$ cat src/rtl/seq_divider.sv
// -----------------------------------------------------------------------------
// seq_divider
//
// Sequential signed divider for the execute-stage mult/div unit. Divides a
// 2*W-bit signed dividend by a W-bit signed divisor using restoring division
// on magnitudes, one quotient bit per clock, followed by one sign-fix cycle.
// Divide-by-zero and quotients that obviously cannot fit in W bits skip the
// iteration and finish right after the capture edge.
//
// Ports:
//   clk        rising-edge clock
//   rst_n      asynchronous active-low reset
//   start      request, sampled only in IDLE; must drop before the next op
//   a          signed dividend (2*W bits)
//   b          signed divisor (W bits)
//   busy       high while iterating (CALC) or fixing signs (FIX)
//   ready      high in DONE; quotient/remainder/ovf/dbz are valid
//   quotient   signed quotient, truncated toward zero
//   remainder  signed remainder, same sign as the dividend
//   ovf        quotient not representable in W-bit signed, or divide-by-zero
//   dbz        divisor was zero
// -----------------------------------------------------------------------------
module seq_divider #(
  parameter int W = 16
) (
  input  logic             clk,
  input  logic             rst_n,
  input  logic             start,
  input  logic [2*W-1:0]   a,
  input  logic [W-1:0]     b,
  output logic             busy,
  output logic             ready,
  output logic [W-1:0]     quotient,
  output logic [W-1:0]     remainder,
  output logic             ovf,
  output logic             dbz
);

  typedef enum logic [1:0] {
    IDLE,
    CALC,
    FIX,
    DONE
  } state_e;

  localparam int            SW        = (W > 1) ? $clog2(W) : 1;
  localparam logic [SW-1:0] LAST_STEP = SW'(W - 1);
  // Largest positive and magnitude of the most negative W-bit signed value.
  localparam logic [W-1:0]  MAX_POS   = {1'b0, {(W-1){1'b1}}};
  localparam logic [W-1:0]  MIN_MAG   = {1'b1, {(W-1){1'b0}}};

  state_e        state_q, state_d;
  logic [SW-1:0] step_q,  step_d;
  // The W+1-bit partial remainder always has MSB 0 between iterations
  // (it is strictly below |b| <= 2^(W-1)), so only W bits are stored.
  logic [W-1:0]  pr_q,    pr_d;
  logic [W-1:0]  qw_q,    qw_d;
  logic [W-1:0]  bmag_q,  bmag_d;
  logic          sa_q,    sa_d;
  logic          sb_q,    sb_d;
  logic [W-1:0]  quot_q,  quot_d;
  logic [W-1:0]  rem_q,   rem_d;
  logic          ovf_q,   ovf_d;
  logic          dbz_q,   dbz_d;

  // Magnitudes of the live inputs. -2^(2W-1) negates to itself, which read
  // as unsigned is exactly its magnitude.
  logic [2*W-1:0] a_mag;
  logic [W-1:0]   b_mag;
  assign a_mag = a[2*W-1] ? -a : a;
  assign b_mag = b[W-1]   ? -b : b;

  // One restoring step: shift {PR,Q} left, trial-subtract |b|.
  logic [W:0] pr_sh;
  logic [W:0] trial;
  assign pr_sh = {pr_q, qw_q[W-1]};
  assign trial = pr_sh - {1'b0, bmag_q};

  // Sign fix and final range check on the magnitude quotient.
  logic [W-1:0] q_signed;
  logic [W-1:0] r_signed;
  logic         fix_ovf;
  assign q_signed = (sa_q ^ sb_q) ? -qw_q : qw_q;
  assign r_signed = sa_q ? -pr_q : pr_q;
  assign fix_ovf  = (sa_q == sb_q) ? (qw_q > MAX_POS) : (qw_q > MIN_MAG);

  // NOTE: state is updated with non-blocking assignments so every register
  // samples the pre-edge values computed by the combinational block.
  always_ff @(posedge clk or negedge rst_n) begin
    if (!rst_n) begin
      state_q <= IDLE;
      step_q  <= '0;
      pr_q    <= '0;
      qw_q    <= '0;
      bmag_q  <= '0;
      sa_q    <= 1'b0;
      sb_q    <= 1'b0;
      quot_q  <= '0;
      rem_q   <= '0;
      ovf_q   <= 1'b0;
      dbz_q   <= 1'b0;
    end else begin
      state_q <= state_d;
      step_q  <= step_d;
      pr_q    <= pr_d;
      qw_q    <= qw_d;
      bmag_q  <= bmag_d;
      sa_q    <= sa_d;
      sb_q    <= sb_d;
      quot_q  <= quot_d;
      rem_q   <= rem_d;
      ovf_q   <= ovf_d;
      dbz_q   <= dbz_d;
    end
  end

  always_comb begin
    // NOTE: every target gets its hold value first so no path through the
    // case statement can leave one unassigned and infer a latch.
    state_d = state_q;
    step_d  = step_q;
    pr_d    = pr_q;
    qw_d    = qw_q;
    bmag_d  = bmag_q;
    sa_d    = sa_q;
    sb_d    = sb_q;
    quot_d  = quot_q;
    rem_d   = rem_q;
    ovf_d   = ovf_q;
    dbz_d   = dbz_q;

    unique case (state_q)
      IDLE: begin
        if (start) begin
          sa_d   = a[2*W-1];
          sb_d   = b[W-1];
          bmag_d = b_mag;
          step_d = '0;
          ovf_d  = 1'b0;
          dbz_d  = 1'b0;
          if (b == '0) begin
            dbz_d   = 1'b1;
            ovf_d   = 1'b1;
            quot_d  = '0;
            rem_d   = a[W-1:0];
            state_d = DONE;
          end else if (a_mag[2*W-1:W] >= b_mag) begin
            // Upper half alone already holds |b|: magnitude quotient >= 2^W.
            ovf_d   = 1'b1;
            quot_d  = '0;
            rem_d   = '0;
            state_d = DONE;
          end else begin
            pr_d    = a_mag[2*W-1:W];
            qw_d    = a_mag[W-1:0];
            state_d = CALC;
          end
        end
      end

      CALC: begin
        if (!trial[W]) begin
          pr_d = trial[W-1:0];
          qw_d = {qw_q[W-2:0], 1'b1};
        end else begin
          pr_d = pr_sh[W-1:0];
          qw_d = {qw_q[W-2:0], 1'b0};
        end
        step_d = step_q + SW'(1);
        if (step_q == LAST_STEP) begin
          state_d = FIX;
        end
      end

      FIX: begin
        ovf_d   = fix_ovf;
        quot_d  = fix_ovf ? '0 : q_signed;
        rem_d   = fix_ovf ? '0 : r_signed;
        state_d = DONE;
      end

      DONE: begin
        // Results hold; a new request needs start to drop first.
        if (!start) begin
          state_d = IDLE;
        end
      end

      default: state_d = IDLE;
    endcase
  end

  assign busy      = (state_q == CALC) || (state_q == FIX);
  assign ready     = (state_q == DONE);
  assign quotient  = quot_q;
  assign remainder = rem_q;
  assign ovf       = ovf_q;
  assign dbz       = dbz_q;

endmodule

$ cat config.mk
export PLATFORM = sky130hd
export DESIGN_NAME = seq_divider
export DESIGN_NICKNAME = d
export VERILOG_FILES = /design/src/rtl/seq_divider.sv
export SDC_FILE = /design/constraint.sdc
export NUM_CORES = 1
export LEC_CHECK = 0
export BUFFER_PORTS_ARGS = -buffer_cell sky130_fd_sc_hd__buf_2
export CAP_MARGIN = 15
export CORE_MARGIN = 2
export CORE_UTILIZATION = 35
export CTS_CLUSTER_SIZE = 25
export DETAILED_ROUTE_END_ITERATION = 10
export GPL_ROUTABILITY_DRIVEN = 0
export PLACE_DENSITY_LB_ADDON = 0.3
export SLEW_MARGIN = 20
export SYNTH_ARGS = -nofsm -noshare
export SYNTH_HDL_FRONTEND = slang
export SYNTH_SLANG_ARGS = --single-unit
$ cat constraint.sdc
create_clock -name clk -period 6 [get_ports clk]
set_clock_uncertainty 0.05 [all_clocks]
set_input_delay 0.9 -clock clk [delete_from_list [all_inputs] [get_ports clk]]
set_output_delay 0.9 -clock clk [all_outputs]
set_load 0.1 [all_outputs]
* Word level (Yosys, flattened, before mapping) *
Cells that the tools add are included.

cells by class
  $add $sub $neg = 6
  order comparisons = 3
  equal/unequal tests = 11
  muxes and demuxes = 37
  bitwise logic cells = 1
  reductions and logical operators = 11

operator list
  operator                                              number
  two-way mux 16 bit                                    17
  one-hot mux 16 bit (2 select lines)                   4
  negator 16 bit                                        3
  two-way mux 32 bit                                    1
  negator 32 bit                                        1
  subtractor 17 x 16 -> 17 bit                          1
  greater-or-equal comparator 16 bit                    1
  > comparator 16 x 15 -> 1 bit, second input constant  1
  > comparator 16 bit, second input constant            1
  zero test 16 bit                                      1
  two-way mux 2 bit                                     5
  inequality test 2 bit, second input constant          5
  one-hot mux 2 bit (4 select lines)                    1
  one-hot mux 4 bit (2 select lines)                    1
  two-way mux 1 bit                                     6
  AND reduction 2 bit                                   3
  AND reduction 3 bit                                   2
  adder 4 x 1 -> 4 bit, second input constant           1
  == test 2 bit, second input constant                  2
  == test 4 bit, second input constant                  1
  two-way mux 4 bit                                     1
  AND reduction 4 bit                                   1
  nonzero test 2 bit                                    2
  inequality test 3 bit, second input constant          1
  6 further kinds                                       6

storage, ports and cells
  flip-flop bits (word level) = 90
  output and inout bits = 36

* Longest topological paths before layout *
  depth after elaboration = 7
  gate-level depth with buffers = 18
  gate-level depth less buffers = 16

* Worst setup path before layout *
No wires, ideal clock.

  kind = input to register
  start point = in a[8]
  end point = reg pr_q[13]
  arrival time = 4,721 ps
  data required time = 5,846 ps
  slack = 1,126 ps
  stages = 16
  path through = or4_4 > or2_4 > or4_4 > or4b_4 > o31ai_4 > xnor2_1 > ha_1 > nand2_1 > nor2_1 > o211ai_1 > a211oi_1 > o32a_1 > clkbuf_1 > buf_1 > nor3_1 > a221oi_1

between the ends
  cells in the longest elaborated chain, start to end = 6

ends and longest elaborated chain
  item                                                                        line  text
  from (decl)                                                                 29    input logic [2*W-1:0] a,
  negator 32 bit (*)                                                          70    assign a_mag = a[2*W-1] ? -a : a;
  two-way mux 32 bit (*)                                                      70
  branches (longest 4 deep; another with greater-or-equal comparator 16 bit)  -
  to (signal assigned)                                                        105   pr_q <= pr_d;
  to (decl)                                                                   56    logic [W-1:0] pr_q, pr_d;

Every way passes the cells marked *. The select of a mux whose other input is x is not followed.
A chain may end at the register's enable or synchronous reset.

* Worst setup path in the final report *
  start point = in a[8]
  end point = reg pr_q[5]

The elaborated chain is that of the path after synthesis.

==> PnR_summary.wiki <==
{| class="wikitable"
! Metric !! Value
|-
| Minimum clock period || 4955 ps
|-
| Largest net degree at the start of global routing || 72
|-
| Worst-Skew Late Latency || 350 ps
|-
| Number of buffers added for setup after CTS || 0
|-
| Global-route usage over all layers || 0.1840
|-
| Count of input and output buffers || 86
|-
| Highest clock rate || 201.8 MHz
|-
| Final ANT Viol Nets || 0
|-
| Net switching component of the power || 2.732 mW
|-
| Most frequent cells after synthesis || nand2_1, dfrtp_1, o21ai_0
|-
| Number of flops mapped to enable cells by yosys || 0
|-
| Net count, final || 976
|-
| Part of the power in combinational logic || 0.662
|-
| Critical path data required time || 6220 ps
|-
| Switching part of the total power || 0.5440
|-
| Vertical die dimension || 142.9 µm
|-
| Internal power component || 2.290 mW
|-
| Vias/cell || 5.205
|-
| Total number of clock tree sinks || 90
|-
| Dominant cells by area after synthesis || dfrtp_1, ha_1, o21ai_0
|-
| Core region area || 18,830 µm²
|-
| Final setup TNS || 0 ps
|-
| Total number of vias || 5,986
|-
| CTS tree || built
|-
| Iter 0 DRT Violations || 337
|-
| I/O pin cnt || 87
|-
| Number of clock buffers inserted by TritonCTS || 9
|-
| Estimated wirelength of the detail-placed design || 14.41 mm
|-
| Post-Route WL || 18.49 mm
|-
| Share of synthesized area occupied by flip-flops and latches || 0.3335
|-
| Number of placement rows || 50
|-
| Layout area overhead || 14.73%
|-
| Area leader, netlist || dfrtp_1
|-
| Pin slew with the least headroom to its limit || 1006 ps
|-
| Headroom to the max-slew limit || 0.3245
|-
| Maximum count of clock buffers along a single path || 2
|-
| Level count of the clock H-tree || 3
|-
| Worst flop-to-flop path startpoint || qw_q[15]
|-
| Power per cell area || 648.2 nW/µm²
|-
| Arrival time of data at the critical path endpoint || 5180 ps
|-
| Maximum vdd ir drop || 0.0002556 V
|-
| GRT overflow || 0
|-
| Area of the die || 20,420 µm²
|-
| Power share of the sequential group || 0.232
|-
| Setup crit end kind || register
|-
| Setup repair after global routing missed its margin || false
|-
| Root Buffer Master || clkbuf_16
|-
| Most instantiated library cell after synthesis || nand2_1
|-
| Synthesized area || 6753 µm²
|-
| Hold crit path type || in2async
|-
| Number of storage elements in the synthesis netlist || 90
|-
| Share of the synthesized area in the top cell type || 0.3335
|-
| Synthesized instance count || 817
|-
| Run status || completed
|-
| Share of post-route cells with drive strength above 1 || 0.1441
|-
| Average wire length per cell after detail routing || 16.08 µm
|-
| Warning count from the yosys run || 0
|-
| Endpoints failing setup || 0
|-
| Number of iterations in the first detailed-routing pass || 5
|-
| Main synth FF type || dfrtp_1
|-
| Worst R2R Path Depth || 12
|-
| Pleak || 3.452 nW
|-
| Maximum capacitance violations || 0
|-
| Worst r2r dst || pr_q[0]
|-
| Cts-stage hold buffer count || 0
|-
| Horizontal die dimension || 142.9 µm
|-
| Reg clk slew, reported paths || 70 ps
|-
| DRC viols || 0
|-
| Syn nets || 910
|-
| Number of gates given a new drive strength after cts || 0
|-
| Max-slew violation count || 0
|-
| Initial cell density of the core || 0.3586
|-
| Critical Setup Path Class || in2reg
|-
| Post-synthesis cell type count || 57
|-
| Global-route wire length before repair || 29.44 mm
|-
| Number of global-route vias before repair || 5,480
|-
| Element type at the critical path start || input pin
|-
| Number of antenna violations at the first check in global routing || 0
|-
| Max FO, Critical Path || 43
|-
| FFs w/ async S/R, synth || 1.000
|-
| Final period utilization || 0.8259
|-
| Number of hold violations in the final report || 0
|-
| Worst-case register-to-register setup slack || 2200 ps
|-
| Final-layout worst hold slack || 367.7 ps
|-
| Clock share of power || 0.105
|-
| Average cell area after synthesis || 8.265 µm²
|}
==> power groups by stage <==
stage	Clock (mW)	Combinational (mW)	Sequential, mW
final	0.529	3.33	1.17
after global routing	0.569	3.65	1.21
after CTS	0.544	3.34	1.17
after detailed placement	0	3.32	1.18
after global placement	0	3.31	1.17
after floorplan	0	2.07	1.73
==> critical path, stage by stage <==
cell and delay [ps]:
buf_2 120, or4_4 550, or2_4 270, or4_4 450, or4b_4 530, o31ai_4 240
xnor2_1 190, ha_1 270, nand2_1 80, nor2_1 50, a211oi_1 170, nand3_1 120
o32a_2 530, buf_12 240, a311o_1 290, o21ai_0 150
==> layout make-up <==
class,count,area (µm²)
fill,1935,11080
multi-input combinational,649,4222
sequential,90,2252
timing repair buffer,96,533.0
tap,260,325.3
clock buffer,11,232.7
inverter,37,138.9
clock inverter,5,38.79
antenna,2,5.005
==> cells in the final DEF, fill, tap and decap left out, types with 12 or more instances in the layout <==
cell and instances:
a21oi_1 53, buf_2 85, dfrtp_1 90, ha_1 40
inv_1 36, mux2i_1 18, nand2_1 102, nand3_1 12
nor2_1 70, nor3_1 18, o21ai_0 89, o31ai_1 32
o41ai_1 13, xnor2_1 48, xor2_1 35
==> cells by family (layout without fill, tap and decap cells) <==
| logic type | count (synthesis) | count (layout) | synth area share |
|---|---|---|---|
| buffers and inverters | 78 | 149 | 0.04354 |
| multiplexers | 21 | 21 | 0.03168 |
| AND/OR/NAND/NOR | 270 | 270 | 0.1884 |
| AO/OA/AOI/OAI | 232 | 232 | 0.2149 |
| XOR/XNOR | 84 | 84 | 0.1089 |
| other | 0 | 2 | 0 |
| flip-flops | 90 | 90 | 0.3335 |
| adder cells (fa/ha/maj) | 42 | 42 | 0.07893 |
==> flip-flops by register name, indices dropped and copies added (netlist names), 2 cells and up <==
signal	count
quotient	16
step_q	4
remainder	16
pr_q	16
state_q	2
bmag_q	16
qw_q	16
==> layer usage <==
layer | wire length (µm) | vias up | global-route usage
li1 | - | 3040 | -
met1 | 9216 | 2758 | 0.2709
met2 | 8113 | 176 | 0.2805
met3 | 949 | 12 | 0.03219
met4 | 214 | 0 | 0.04221
met5 | 0 | - | 0
==> how the worst max path moves through the flow <==
stage          startpoint  endpoint  cells after the start
6_report             a[8]   pr_q[5]                     16
5_1_grt              a[8]   pr_q[5]                     16
4_1_cts              a[8]   pr_q[5]                     16
3_5_place_dp         a[8]   pr_q[5]                     16
3_3_place_gp         a[8]   pr_q[5]                     16
2_1_floorplan        a[8]  pr_q[13]                     16
==> through the flow <==
step	total power, mW	instance area [µm²]	worst slack, ps	util	std cells
after floorplan	3.803	6753	1126	-	817
after global placement	4.479	7468	808.7	0.3966	1132
after detailed placement	4.502	7468	702.4	0.3966	1132
after CTS	5.046	7740	1070	0.4110	1148
after global routing	5.428	7742	861.4	0.4112	1148
final	5.022	7747	1045	0.4114	1150
No activity file was read; power rests on OpenSTA's default activity.
